===== src/rtl/alu_arbiter.sv =====
// Two-requester front end for one shared 32-bit ALU: round-robin grant,
// operands latched at grant, one result/zero register pair per requester.

module alu (
  input  logic [31:0] a,
  input  logic [31:0] b,
  input  logic [2:0]  f,
  output logic [31:0] y
);

  always_comb begin
    // NOTE: assign a default before the case so no path leaves y unassigned (no latch).
    y = '0;
    case (f)
      3'b000: y = a & b;
      3'b001: y = a | b;
      3'b010: y = a + b;
      3'b011: y = '0;
      3'b100: y = a & ~b;
      3'b101: y = a | ~b;
      3'b110: y = a - b;
      3'b111: y = {31'b0, $signed(a) < $signed(b)};
      default: y = '0;
    endcase
  end

endmodule

module alu_arbiter #(
  parameter int PRIO_FIRST = 0
) (
  input  logic        clk,
  input  logic        reset,
  input  logic        req0,
  input  logic [31:0] srca0,
  input  logic [31:0] srcb0,
  input  logic [2:0]  alucontrol0,
  output logic        gnt0,
  output logic        done0,
  output logic [31:0] result0,
  output logic        zero0,
  input  logic        req1,
  input  logic [31:0] srca1,
  input  logic [31:0] srcb1,
  input  logic [2:0]  alucontrol1,
  output logic        gnt1,
  output logic        done1,
  output logic [31:0] result1,
  output logic        zero1,
  output logic        busy
);

  typedef enum logic {IDLE, EXEC} state_t;

  // Last winner starts as the opposite of PRIO_FIRST so PRIO_FIRST takes the first tie.
  localparam logic LAST_RESET = (PRIO_FIRST == 0) ? 1'b1 : 1'b0;

  state_t      state, state_next;
  logic        grant, sel;
  logic        winner, last_winner;
  logic [31:0] a_q, b_q, aluresult;
  logic [2:0]  op_q;

  always_comb begin
    state_next = state;
    grant      = 1'b0;
    sel        = 1'b0;
    case (state)
      IDLE: begin
        if (req0 || req1) begin
          grant      = 1'b1;
          state_next = EXEC;
          sel        = (req0 && req1) ? ~last_winner : req1;
        end
      end
      EXEC:    state_next = IDLE;
      default: state_next = IDLE;
    endcase
  end

  always_ff @(posedge clk) begin
    // NOTE: sequential state uses non-blocking (<=) so every flop samples pre-edge values.
    if (reset) state <= IDLE;
    else       state <= state_next;
  end

  alu u_alu (
    .a (a_q),
    .b (b_q),
    .f (op_q),
    .y (aluresult)
  );

  always_ff @(posedge clk) begin
    if (reset) begin
      // NOTE: the operand latch is reset too, so the ALU never sees X after power-up.
      a_q         <= '0;
      b_q         <= '0;
      op_q        <= '0;
      winner      <= 1'b0;
      last_winner <= LAST_RESET;
      gnt0        <= 1'b0;
      gnt1        <= 1'b0;
      done0       <= 1'b0;
      done1       <= 1'b0;
      result0     <= '0;
      result1     <= '0;
      zero0       <= 1'b0;
      zero1       <= 1'b0;
    end else begin
      gnt0  <= grant && !sel;
      gnt1  <= grant && sel;
      done0 <= 1'b0;
      done1 <= 1'b0;
      if (grant) begin
        a_q         <= sel ? srca1 : srca0;
        b_q         <= sel ? srcb1 : srcb0;
        op_q        <= sel ? alucontrol1 : alucontrol0;
        winner      <= sel;
        last_winner <= sel;
      end
      if (state == EXEC) begin
        if (winner) begin
          result1 <= aluresult;
          zero1   <= (aluresult == '0);
          done1   <= 1'b1;
        end else begin
          result0 <= aluresult;
          zero0   <= (aluresult == '0);
          done0   <= 1'b1;
        end
      end
    end
  end

  assign busy = (state == EXEC);

endmodule


===== config.mk =====
export PLATFORM = sky130hd
export DESIGN_NAME = alu_arbiter
export DESIGN_NICKNAME = d
export VERILOG_FILES = /design/src/rtl/alu_arbiter.sv
export SDC_FILE = /design/constraint.sdc
export NUM_CORES = 1
export LEC_CHECK = 0
export CORE_AREA = 4 4 169 171
export CTS_CLUSTER_DIAMETER = 150
export CTS_CLUSTER_SIZE = 28
export DETAILED_ROUTE_END_ITERATION = 10
export DIE_AREA = 0 0 173 175
export HOLD_SLACK_MARGIN = 0.02
export PLACE_DENSITY = 0.67
export SYNTH_ARGS = -nofsm -noshare
export SYNTH_HDL_FRONTEND = slang
export SYNTH_SLANG_ARGS = --single-unit

===== constraint.sdc =====
create_clock -name clk -period 3.45 [get_ports clk]
set_input_delay 0.345 -clock clk [delete_from_list [all_inputs] [get_ports clk]]
set_output_delay 0.345 -clock clk [all_outputs]
set_load 0.005 [all_outputs]

==> results_tabular.tex, run 1 <==
\begin{tabular}{lr}
\hline
Metric & Value \\
\hline
\multicolumn{2}{l}{\textbf{Global route}} \\
Global-route wire length before repair & a little under 70 mm \\
Global route overflow & 0 \\
Maximum number of pins on one net before global-route repair & 82 \\
Via count of the first global-routing pass & roughly 12k \\
GRT Resource Usage Total & between 20 and 30\% \\
Number of antenna violations at the first check in global routing & 0 \\
\multicolumn{2}{l}{\textbf{STA}} \\
Number of pins exceeding their max-slew limit in the final report & 0 \\
Slack of the critical path & -271 ps \\
Slew at the pin with the worst max-slew slack & 895 ps \\
Final Cycle Share & 108\% \\
Max-slew headroom at the worst pin & 40.4\% \\
Skew final & $\sim$12 ps \\
Unrepaired setup endpoints after global routing & true \\
Setup Viol. Count Final & 2 \\
Final Critical Period & 3720 ps \\
Post-Route Hold Slack & 454 ps \\
Hold Fails Final Rpt & 0 \\
Timing-limited maximum frequency & roughly 270 MHz \\
\multicolumn{2}{l}{\textbf{Yosys}} \\
Yosys synthesis warning count & 0 \\
EDFF count, synth & 0 \\
Post-synthesis cell type with the largest combined area & sky130\_fd\_sc\_hd\_\_dfxtp\_1 \\
Area share of the leading cell type in the synthesized netlist & about a quarter \\
Total nets after synthesis & 1616 \\
Largest cells by area after synthesis & sky130\_fd\_sc\_hd\_\_dfxtp\_1, sky130\_fd\_sc\_hd\_\_ha\_1, sky130\_fd\_sc\_hd\_\_a21oi\_1 \\
Gate Count Post-Synth & 1413 \\
Sequential-to-total area share from yosys stat & 26.2\% \\
Post-synth top flop & sky130\_fd\_sc\_hd\_\_dfxtp\_1 \\
Async set or reset register ratio after synthesis & 0\% \\
Flip-flop and latch count after synthesis & 140 \\
Syn\_area\_per\_cell & between 7 and 8 um2 \\
Synth Cell Area & between 0.01 and 0.015 mm2 \\
Post-synthesis cell type count & 87 \\
\multicolumn{2}{l}{\textbf{Power and ir drop}} \\
Sequential group share of total power & between 20\% and 30\% \\
Worst vdd rail ir drop & roughly 0.3 mV \\
Power per standard cell area & between 400 and 500 mW/mm2 \\
Leak pwr & 6.61 nW \\
Overall power after layout & $\sim$0.007 W \\
Combinational share of power & a little under half \\
Clock network fraction of total power & between 20\% and 30\% \\
Switching share of power & between 30\% and 40\% \\
Cell internal pwr & around 0.0043 W \\
Power dissipated by switching net loads & roughly 0.0026 W \\
\multicolumn{2}{l}{\textbf{Critical path}} \\
Critical setup path kind & flop to flop \\
Crit path top cell by count & sky130\_fd\_sc\_hd\_\_or4\_4 \\
Highest cell delay on the worst timing path & slightly below 500 ps \\
Category of cells accounting for the largest share of critical-path delay & simple AND/OR/NAND/NOR gates \\
Largest driver fanout on the critical path & 4 \\
Crit path launch type & flop \\
Critical path, cell by cell & ha\_2 > inv\_1 > fa\_1 > o21ba\_1 > or4\_4 > a21oi\_4 > nor4\_2 > nor4\_1 > mux2i\_1 > a21oi\_1 > nand4b\_1 > or4\_4 > o41ai\_4 \\
WP data arrival & slightly above 4000 ps \\
Buffers and inverters on the worst path & 1 \\
Setup slack of the most critical reg-to-reg path & -270 ps \\
Worst path slowest cell & sky130\_fd\_sc\_hd\_\_or4\_4 \\
Nature of the critical path endpoint & flop \\
RR Endpoint & zero1 \\
CP required & roughly 3800 ps \\
Cell count of the worst reg-to-reg path & 13 \\
R2r startpoint & a\_q[0] \\
Worst setup path start & a\_q[0] \\
\multicolumn{2}{l}{\textbf{Hold path}} \\
Hold-critical path endpoint & result1[14] \\
Launch instance of the worst min-delay path & result1[14] \\
Hold crit path type & flop to flop \\
Number of instances on the worst hold path & 2 \\
\multicolumn{2}{l}{\textbf{Placed design}} \\
Detail Placement HPWL & $\sim$36 mm \\
Routability-driven placement congestion ratio & between 1 and 1.5 \\
Count of input and output buffers & around 210 \\
Pre-CTS worst setup slack & -445 ps \\
\multicolumn{2}{l}{\textbf{Floorplan}} \\
Boundary pin count & approximately 210 \\
Core area & approximately 0.027 mm2 \\
Die Footprint & slightly above 0.03 mm2 \\
Std-Cell Rows & 60 \\
Width of the chip & approximately 170 um \\
Die H & between 150 and 200 um \\
Starting density of the core & 39.7\% \\
\multicolumn{2}{l}{\textbf{Routing}} \\
Final Routed Wirelength & roughly 44 mm \\
DRC viols & 0 \\
Post-detailed-route wirelength per cell & $\sim$20 um \\
Routed via count & about 12k \\
Detailed Route Iter0 Violations & 1119 \\
Via density per instance & 5.65 \\
Count of nets left with antenna violations after detail routing & 0 \\
Detailed Routing Iterations Pass 1 & 6 \\
\multicolumn{2}{l}{\textbf{Outcome}} \\
Failing checks & setup timing \\
Result of the run & complete, but fails checks \\
\multicolumn{2}{l}{\textbf{Clocking}} \\
CTS Buf Count & 17 \\
Clock root cell & sky130\_fd\_sc\_hd\_\_clkbuf\_16 \\
Clock tree from TritonCTS & built \\
Clock transition at path regs & about 60 ps \\
Maximum count of clock buffers along a single path & 2 \\
Sinks on Clock Net & between 100 and 150 \\
H-tree Lvls & 4 \\
Clock insertion delay at the later pin of the skew report & 430 ps \\
Hold-fix buffers at CTS & 0 \\
\multicolumn{2}{l}{\textbf{Finish}} \\
Area Overhead vs Synth & 50.0\% \\
Most frequent standard cell in the layout excluding fill and tap cells & sky130\_fd\_sc\_hd\_\_buf\_4 \\
Commonest cells after routing, fill and taps aside & sky130\_fd\_sc\_hd\_\_buf\_4, sky130\_fd\_sc\_hd\_\_clkdlybuf4s50\_1, sky130\_fd\_sc\_hd\_\_nor2\_1 \\
Ratio of cells with drive above 1 in the final layout & between 20 and 25\% \\
Diode count & 0 \\
Net count, final & $\sim$2.1k \\
\multicolumn{2}{l}{\textbf{Job}} \\
Maximum Capacitance Violations & 0 \\
\hline
\end{tabular}
worst min-delay path: cells and delay by family, from the launching register on:
kind	cells	cell delay, ps
DFF	1	300
and+or+nand+nor	1	50
AOI/OAI and AO/OA	1	50
state kept, by name, summed over array words and instances, names as in the netlist:
register	cells
gnt0	1
done0	1
done1	1
result0	32
zero0	1
busy	1
zero1	1
gnt1	1
winner	1
a_q	32
result1	32
op_q	3
last_winner	1
b_q	32
Yosys cell counts (8+ instances only):
library cell and n:
sky130_fd_sc_hd__o21ai_0 47, sky130_fd_sc_hd__dfxtp_1 140, sky130_fd_sc_hd__a21oi_1 157, sky130_fd_sc_hd__ha_1 63
sky130_fd_sc_hd__buf_1 8, sky130_fd_sc_hd__nand2_1 137, sky130_fd_sc_hd__o211ai_1 10, sky130_fd_sc_hd__a31oi_1 20
sky130_fd_sc_hd__maj3_1 11, sky130_fd_sc_hd__buf_2 9, sky130_fd_sc_hd__xor2_1 28, sky130_fd_sc_hd__nor2_1 158
sky130_fd_sc_hd__o21a_1 14, sky130_fd_sc_hd__a21o_1 9, sky130_fd_sc_hd__clkbuf_8 10, sky130_fd_sc_hd__xnor2_1 21
sky130_fd_sc_hd__nor4_1 14, sky130_fd_sc_hd__mux2i_1 38, sky130_fd_sc_hd__inv_1 76, sky130_fd_sc_hd__clkbuf_1 73
sky130_fd_sc_hd__o22ai_1 9, sky130_fd_sc_hd__nand4_1 15, sky130_fd_sc_hd__nand3_1 21, sky130_fd_sc_hd__nor3_1 34
sky130_fd_sc_hd__o31ai_1 22, sky130_fd_sc_hd__a211oi_1 71, sky130_fd_sc_hd__a22oi_1 44, sky130_fd_sc_hd__nor2b_1 14
cells by family (layout without fill, tap and decap cells):
logic type	Yosys count	count (layout)	share of synthesized area (%)
buffers and inverters	181	627	7.51
XOR/XNOR	49	49	4.02
flip-flops	140	140	26.2
AO/OA/AOI/OAI	488	488	31.1
AND/OR/NAND/NOR	441	441	18.8
adder cells (fa/ha/maj)	76	76	8.78
multiplexers	38	38	3.56
worst max-delay path by stage:
stage / end / slack (ps) / cells after the start
2_1_floorplan: zero0 / 6 / 13
3_3_place_gp: zero0 / -320 / 13
3_5_place_dp: zero1 / -450 / 14
4_1_cts: zero1 / -200 / 12
5_1_grt: zero1 / -360 / 15
6_report: zero1 / -270 / 13
power groups by stage:
stage                     registers, W  logic [W]  clock network [W]
after floorplan                0.00187    0.00156                  0
after global placement         0.00187    0.00304                  0
after detailed placement       0.00188    0.00305                  0
after CTS                      0.00184    0.00313            0.00187
after global routing           0.00186    0.00351            0.00194
final                          0.00185    0.00327            0.00185
metrics by stage:
step	std cells	cell area, um2	setup TNS (ps)	utilization [%]
2_1_floorplan	1413	10700	0	-
3_3_place_gp	2152	15000	-738	55.7
3_5_place_dp	2152	15000	-1170	55.7
4_1_cts	2189	15800	-516	58.6
5_1_grt	2200	16000	-775	59.6
6_report	2200	16000	-532	59.6
routing by layer:
layer | global-route usage (%) | share of wire (%)
met5 | 0 | 0
met1 | 40.6 | 47
met4 | 8.21 | 2.4
met3 | 6.92 | 9.7
met2 | 40.8 | 41
repair_timing:
action / 4_1_cts / 5_1_grt
endpoints found under the setup margin: 8 / 8
buffers inserted: 6 / 11
resized for setup: 30 / 36
pin swaps: 14 / 11
area by class of cell:
| class | count | area, um2 |
|---|---|---|
| Clock buffer | 18 | 439 |
| Clock inverter | 13 | 143 |
| Fill cell | 2531 | 10900 |
| Inverter | 79 | 297 |
| Multi-Input combinational cell | 1092 | 7470 |
| Sequential cell | 140 | 2810 |
| Tap cell | 341 | 427 |
| Timing Repair Buffer | 517 | 4440 |
Power figures use the tool's default switching activity.
==> run 2, diff against run 1 <==
ABC_AREA = 1   (was unset)
CORE_AREA = 4 4 181 183   (was 4 4 169 171)
DIE_AREA = 0 0 185 187   (was 0 0 173 175)
MAX_ROUTING_LAYER = met4   (was unset)
PLACE_DENSITY = 0.66   (was 0.67)
TNS_END_PERCENT = 10   (was unset)
==> results_tabular.tex, run 2 <==
\begin{tabular}{lr}
\hline
Metric & Value \\
\hline
\multicolumn{2}{l}{\textbf{Critical path}} \\
Buffers and inverters on the worst path & 2 \\
Setup slack of the most critical reg-to-reg path & 220 ps \\
Crit path top cell by count & sky130\_fd\_sc\_hd\_\_nand2\_1 \\
WP data arrival & $\sim$3600 ps \\
Worst path slowest cell & sky130\_fd\_sc\_hd\_\_fa\_1 \\
Category of cells accounting for the largest share of critical-path delay & simple AND/OR/NAND/NOR gates \\
Critical setup path kind & flop to flop \\
Largest driver fanout on the critical path & 4 \\
Highest cell delay on the worst timing path & approximately 420 ps \\
Crit path launch type & flop \\
CP required & 3790 ps \\
Nature of the critical path endpoint & flop \\
Critical path, cell by cell & inv\_1 > ha\_2 > fa\_1 > inv\_2 > nand3\_1 > nand3\_2 > nand2\_1 > nand2\_1 > nand2\_1 > nand2\_1 > nand2\_1 > nand2\_1 > nand2\_1 > nand3\_1 > nand2\_1 > nand2\_1 > nand4\_1 > nor2\_2 > nand3\_1 > a21oi\_1 \\
\multicolumn{2}{l}{\textbf{Routing}} \\
Post-detailed-route wirelength per cell & between 15 and 20 um \\
Final Routed Wirelength & approximately 52 mm \\
DRC viols & 0 \\
Detailed Routing Iterations Pass 1 & 6 \\
Routed via count & approximately 15k \\
Detailed Route Iter0 Violations & $\sim$1.2k \\
Count of nets left with antenna violations after detail routing & 0 \\
Via density per instance & 5.38 \\
\multicolumn{2}{l}{\textbf{Power and ir drop}} \\
Combinational share of power & around 43\% \\
Power per standard cell area & about 420 mW/mm2 \\
Switching share of power & a little over two fifths \\
Worst vdd rail ir drop & about 0.38 mV \\
Cell internal pwr & 0.00367 W \\
Leak pwr & 7.70 nW \\
Clock network fraction of total power & about 28\% \\
Sequential group share of total power & roughly 29\% \\
Power dissipated by switching net loads & between 0.002 and 0.003 W \\
\multicolumn{2}{l}{\textbf{STA}} \\
Post-Route Hold Slack & about 450 ps \\
Skew final & 14.2 ps \\
Slew at the pin with the worst max-slew slack & roughly 1000 ps \\
Timing-limited maximum frequency & approximately 310 MHz \\
Max-slew headroom at the worst pin & roughly 35\% \\
Setup TNS & 0 ps \\
Final Critical Period & roughly 3200 ps \\
Number of pins exceeding their max-slew limit in the final report & 0 \\
Final Cycle Share & 93.6\% \\
Setup Viol. Count Final & 0 \\
Unrepaired setup endpoints after global routing & false \\
Hold Fails Final Rpt & 0 \\
\multicolumn{2}{l}{\textbf{Global route}} \\
Via count of the first global-routing pass & between 10k and 15k \\
Number of antenna violations at the first check in global routing & 0 \\
Global-route wire length before repair & around 80 mm \\
Global route overflow & 0 \\
Maximum number of pins on one net before global-route repair & 44 \\
GRT Resource Usage Total & between 30 and 40\% \\
\multicolumn{2}{l}{\textbf{Yosys}} \\
Syn\_area\_per\_cell & approximately 6 um2 \\
Top cells by instance count after synthesis & sky130\_fd\_sc\_hd\_\_nand2\_1, sky130\_fd\_sc\_hd\_\_inv\_1, sky130\_fd\_sc\_hd\_\_nand3\_1, sky130\_fd\_sc\_hd\_\_nor2\_1, sky130\_fd\_sc\_hd\_\_dfxtp\_1 \\
Flip-flop and latch count after synthesis & 140 \\
Area share of the leading cell type in the synthesized netlist & 22.8\% \\
Total nets after synthesis & $\sim$2.3k \\
Post-synthesis cell type count & 44 \\
Yosys synthesis warning count & 0 \\
Async set or reset register ratio after synthesis & 0\% \\
Synth Cell Area & approximately 0.012 mm2 \\
EDFF count, synth & 0 \\
Gate Count Post-Synth & roughly 2.1k \\
Cell with the most instances after synthesis & sky130\_fd\_sc\_hd\_\_nand2\_1 \\
Sequential-to-total area share from yosys stat & roughly 23\% \\
Post-synthesis cell type with the largest combined area & sky130\_fd\_sc\_hd\_\_dfxtp\_1 \\
Post-synth top flop & sky130\_fd\_sc\_hd\_\_dfxtp\_1 \\
Largest cells by area after synthesis & sky130\_fd\_sc\_hd\_\_dfxtp\_1, sky130\_fd\_sc\_hd\_\_nand2\_1, sky130\_fd\_sc\_hd\_\_inv\_1 \\
\multicolumn{2}{l}{\textbf{Finish}} \\
Net count, final & about 2.5k \\
Area of the multi-input gates & between 0.007 and 0.008 mm2 \\
Ratio of cells with drive above 1 in the final layout & under 10\% \\
Footprint of the flip-flops and latches & between 0.002 and 0.003 mm2 \\
Post-route non-filler standard cell count & 2699 \\
Filler cell count in the final layout & 3352 \\
Commonest cells after routing, fill and taps aside & sky130\_fd\_sc\_hd\_\_nand2\_1, sky130\_fd\_sc\_hd\_\_inv\_1, sky130\_fd\_sc\_hd\_\_clkdlybuf4s50\_1 \\
Diode count & 0 \\
Area Overhead vs Synth & 24.6\% \\
Most frequent standard cell in the layout excluding fill and tap cells & sky130\_fd\_sc\_hd\_\_nand2\_1 \\
Core Util, Final & 49.1\% \\
\multicolumn{2}{l}{\textbf{Placed design}} \\
Count of input and output buffers & approximately 210 \\
Detail Placement HPWL & approximately 42 mm \\
Placed insts & approximately 2.7k \\
Routability-driven placement congestion ratio & around 1.1 \\
\multicolumn{2}{l}{\textbf{Floorplan}} \\
Starting density of the core & roughly two fifths \\
Die Footprint & roughly 0.035 mm2 \\
Die H & between 150 and 200 um \\
Boundary pin count & about 210 \\
Std-Cell Rows & 65 \\
Core area & roughly 0.031 mm2 \\
Width of the chip & between 150 and 200 um \\
\multicolumn{2}{l}{\textbf{Clocking}} \\
Clock insertion delay at the later pin of the skew report & 440 ps \\
Clock tree from TritonCTS & built \\
Sinks on Clock Net & 140 \\
Maximum count of clock buffers along a single path & 2 \\
Clock root cell & sky130\_fd\_sc\_hd\_\_clkbuf\_16 \\
Clock transition at path regs & around 70 ps \\
H-tree Lvls & 4 \\
CTS Buf Count & 17 \\
\multicolumn{2}{l}{\textbf{Job}} \\
Maximum Capacitance Violations & 0 \\
\multicolumn{2}{l}{\textbf{Hold path}} \\
Hold crit path type & primary input to flop \\
\multicolumn{2}{l}{\textbf{Outcome}} \\
Result of the run & finished, final reports clean \\
\hline
\end{tabular}
run 2: cell types whose count changed in the layout (fill, tap and decap cells not counted), moves of 27 or more:
cell / delta
sky130_fd_sc_hd__nand2_1: +536
sky130_fd_sc_hd__a21oi_1: -64
sky130_fd_sc_hd__o21ai_0: +37
sky130_fd_sc_hd__a211oi_1: -65
sky130_fd_sc_hd__inv_1: +245
sky130_fd_sc_hd__a22oi_1: -44
sky130_fd_sc_hd__nor2_2: +28
sky130_fd_sc_hd__inv_2: +29
sky130_fd_sc_hd__nor3_1: -27
sky130_fd_sc_hd__mux2i_1: -38
sky130_fd_sc_hd__nand3_1: +147
sky130_fd_sc_hd__buf_4: -254
sky130_fd_sc_hd__nand4_1: +42
run 2: stage by stage:
step	setup WS (ps)	cell area (um2)	power (W)
after floorplan	1130	12300	0.00363
after global placement	65.6	14700	0.00461
after detailed placement	56.1	14700	0.00462
after CTS	30.4	15300	0.00641
after global routing	26.8	15300	0.00683
final	221	15300	0.00646
run 2: timing repair:
item	in CTS	in global routing
buffers inserted	0	1
endpoints found under the setup margin	0	2
hold buffers	0	0
gates resized for setup	0	7
run 2: worst min-delay path: cells and delay by family:
kind,cells,cell delay (ps)
buffers and inverters,2,300
AO/OA/AOI/OAI,2,190
run 2: worst paths after layout:
kind                             startpoint  cells past startpoint     endpoint
worst max-delay path                 a_q[0]                     20        zero1
worst min-delay path                  reset                      4  result0[25]
worst max register to register       a_q[0]                     20        zero1
worst min register to register  last_winner                      2  last_winner
run 2: power by group through the flow:
stage | clock network (W) | logic (W) | registers (W)
floorplan | 0 | 0.00175 | 0.00188
global placement | 0 | 0.00271 | 0.00191
detailed placement | 0 | 0.00271 | 0.00191
CTS | 0.00182 | 0.00272 | 0.00188
global route | 0.00188 | 0.00305 | 0.00190
finish | 0.00179 | 0.00279 | 0.00188
run 2: layer usage:
metal	share of wire [%]	vias up	routed length [um]	global-route usage [%]
li1	-	7026	-	-
met1	47	6740	24500	44.7
met2	42	697	21900	43.1
met3	9.3	58	4850	5.48
met4	1.9	0	1010	7.20
met5	0	-	0	-
run 2: area by class of cell:
class / instances / area share, %
Sequential cell: 140 / 18.3
Clock buffer: 18 / 2.86
Inverter: 358 / 8.76
Timing Repair Buffer: 259 / 16.1
Clock inverter: 14 / 0.832
Multi-Input combinational cell: 1508 / 49.9
Tap cell: 402 / 3.28
run 2: kinds of logic after synthesis:
family | synth area share (%)
and+or+nand+nor | 40.4
buffers and inverters | 15.4
AOI/OAI and AO/OA | 13.8
DFF | 22.8
adders and majority gates | 6.73
xor gates and xnor gates | 0.925
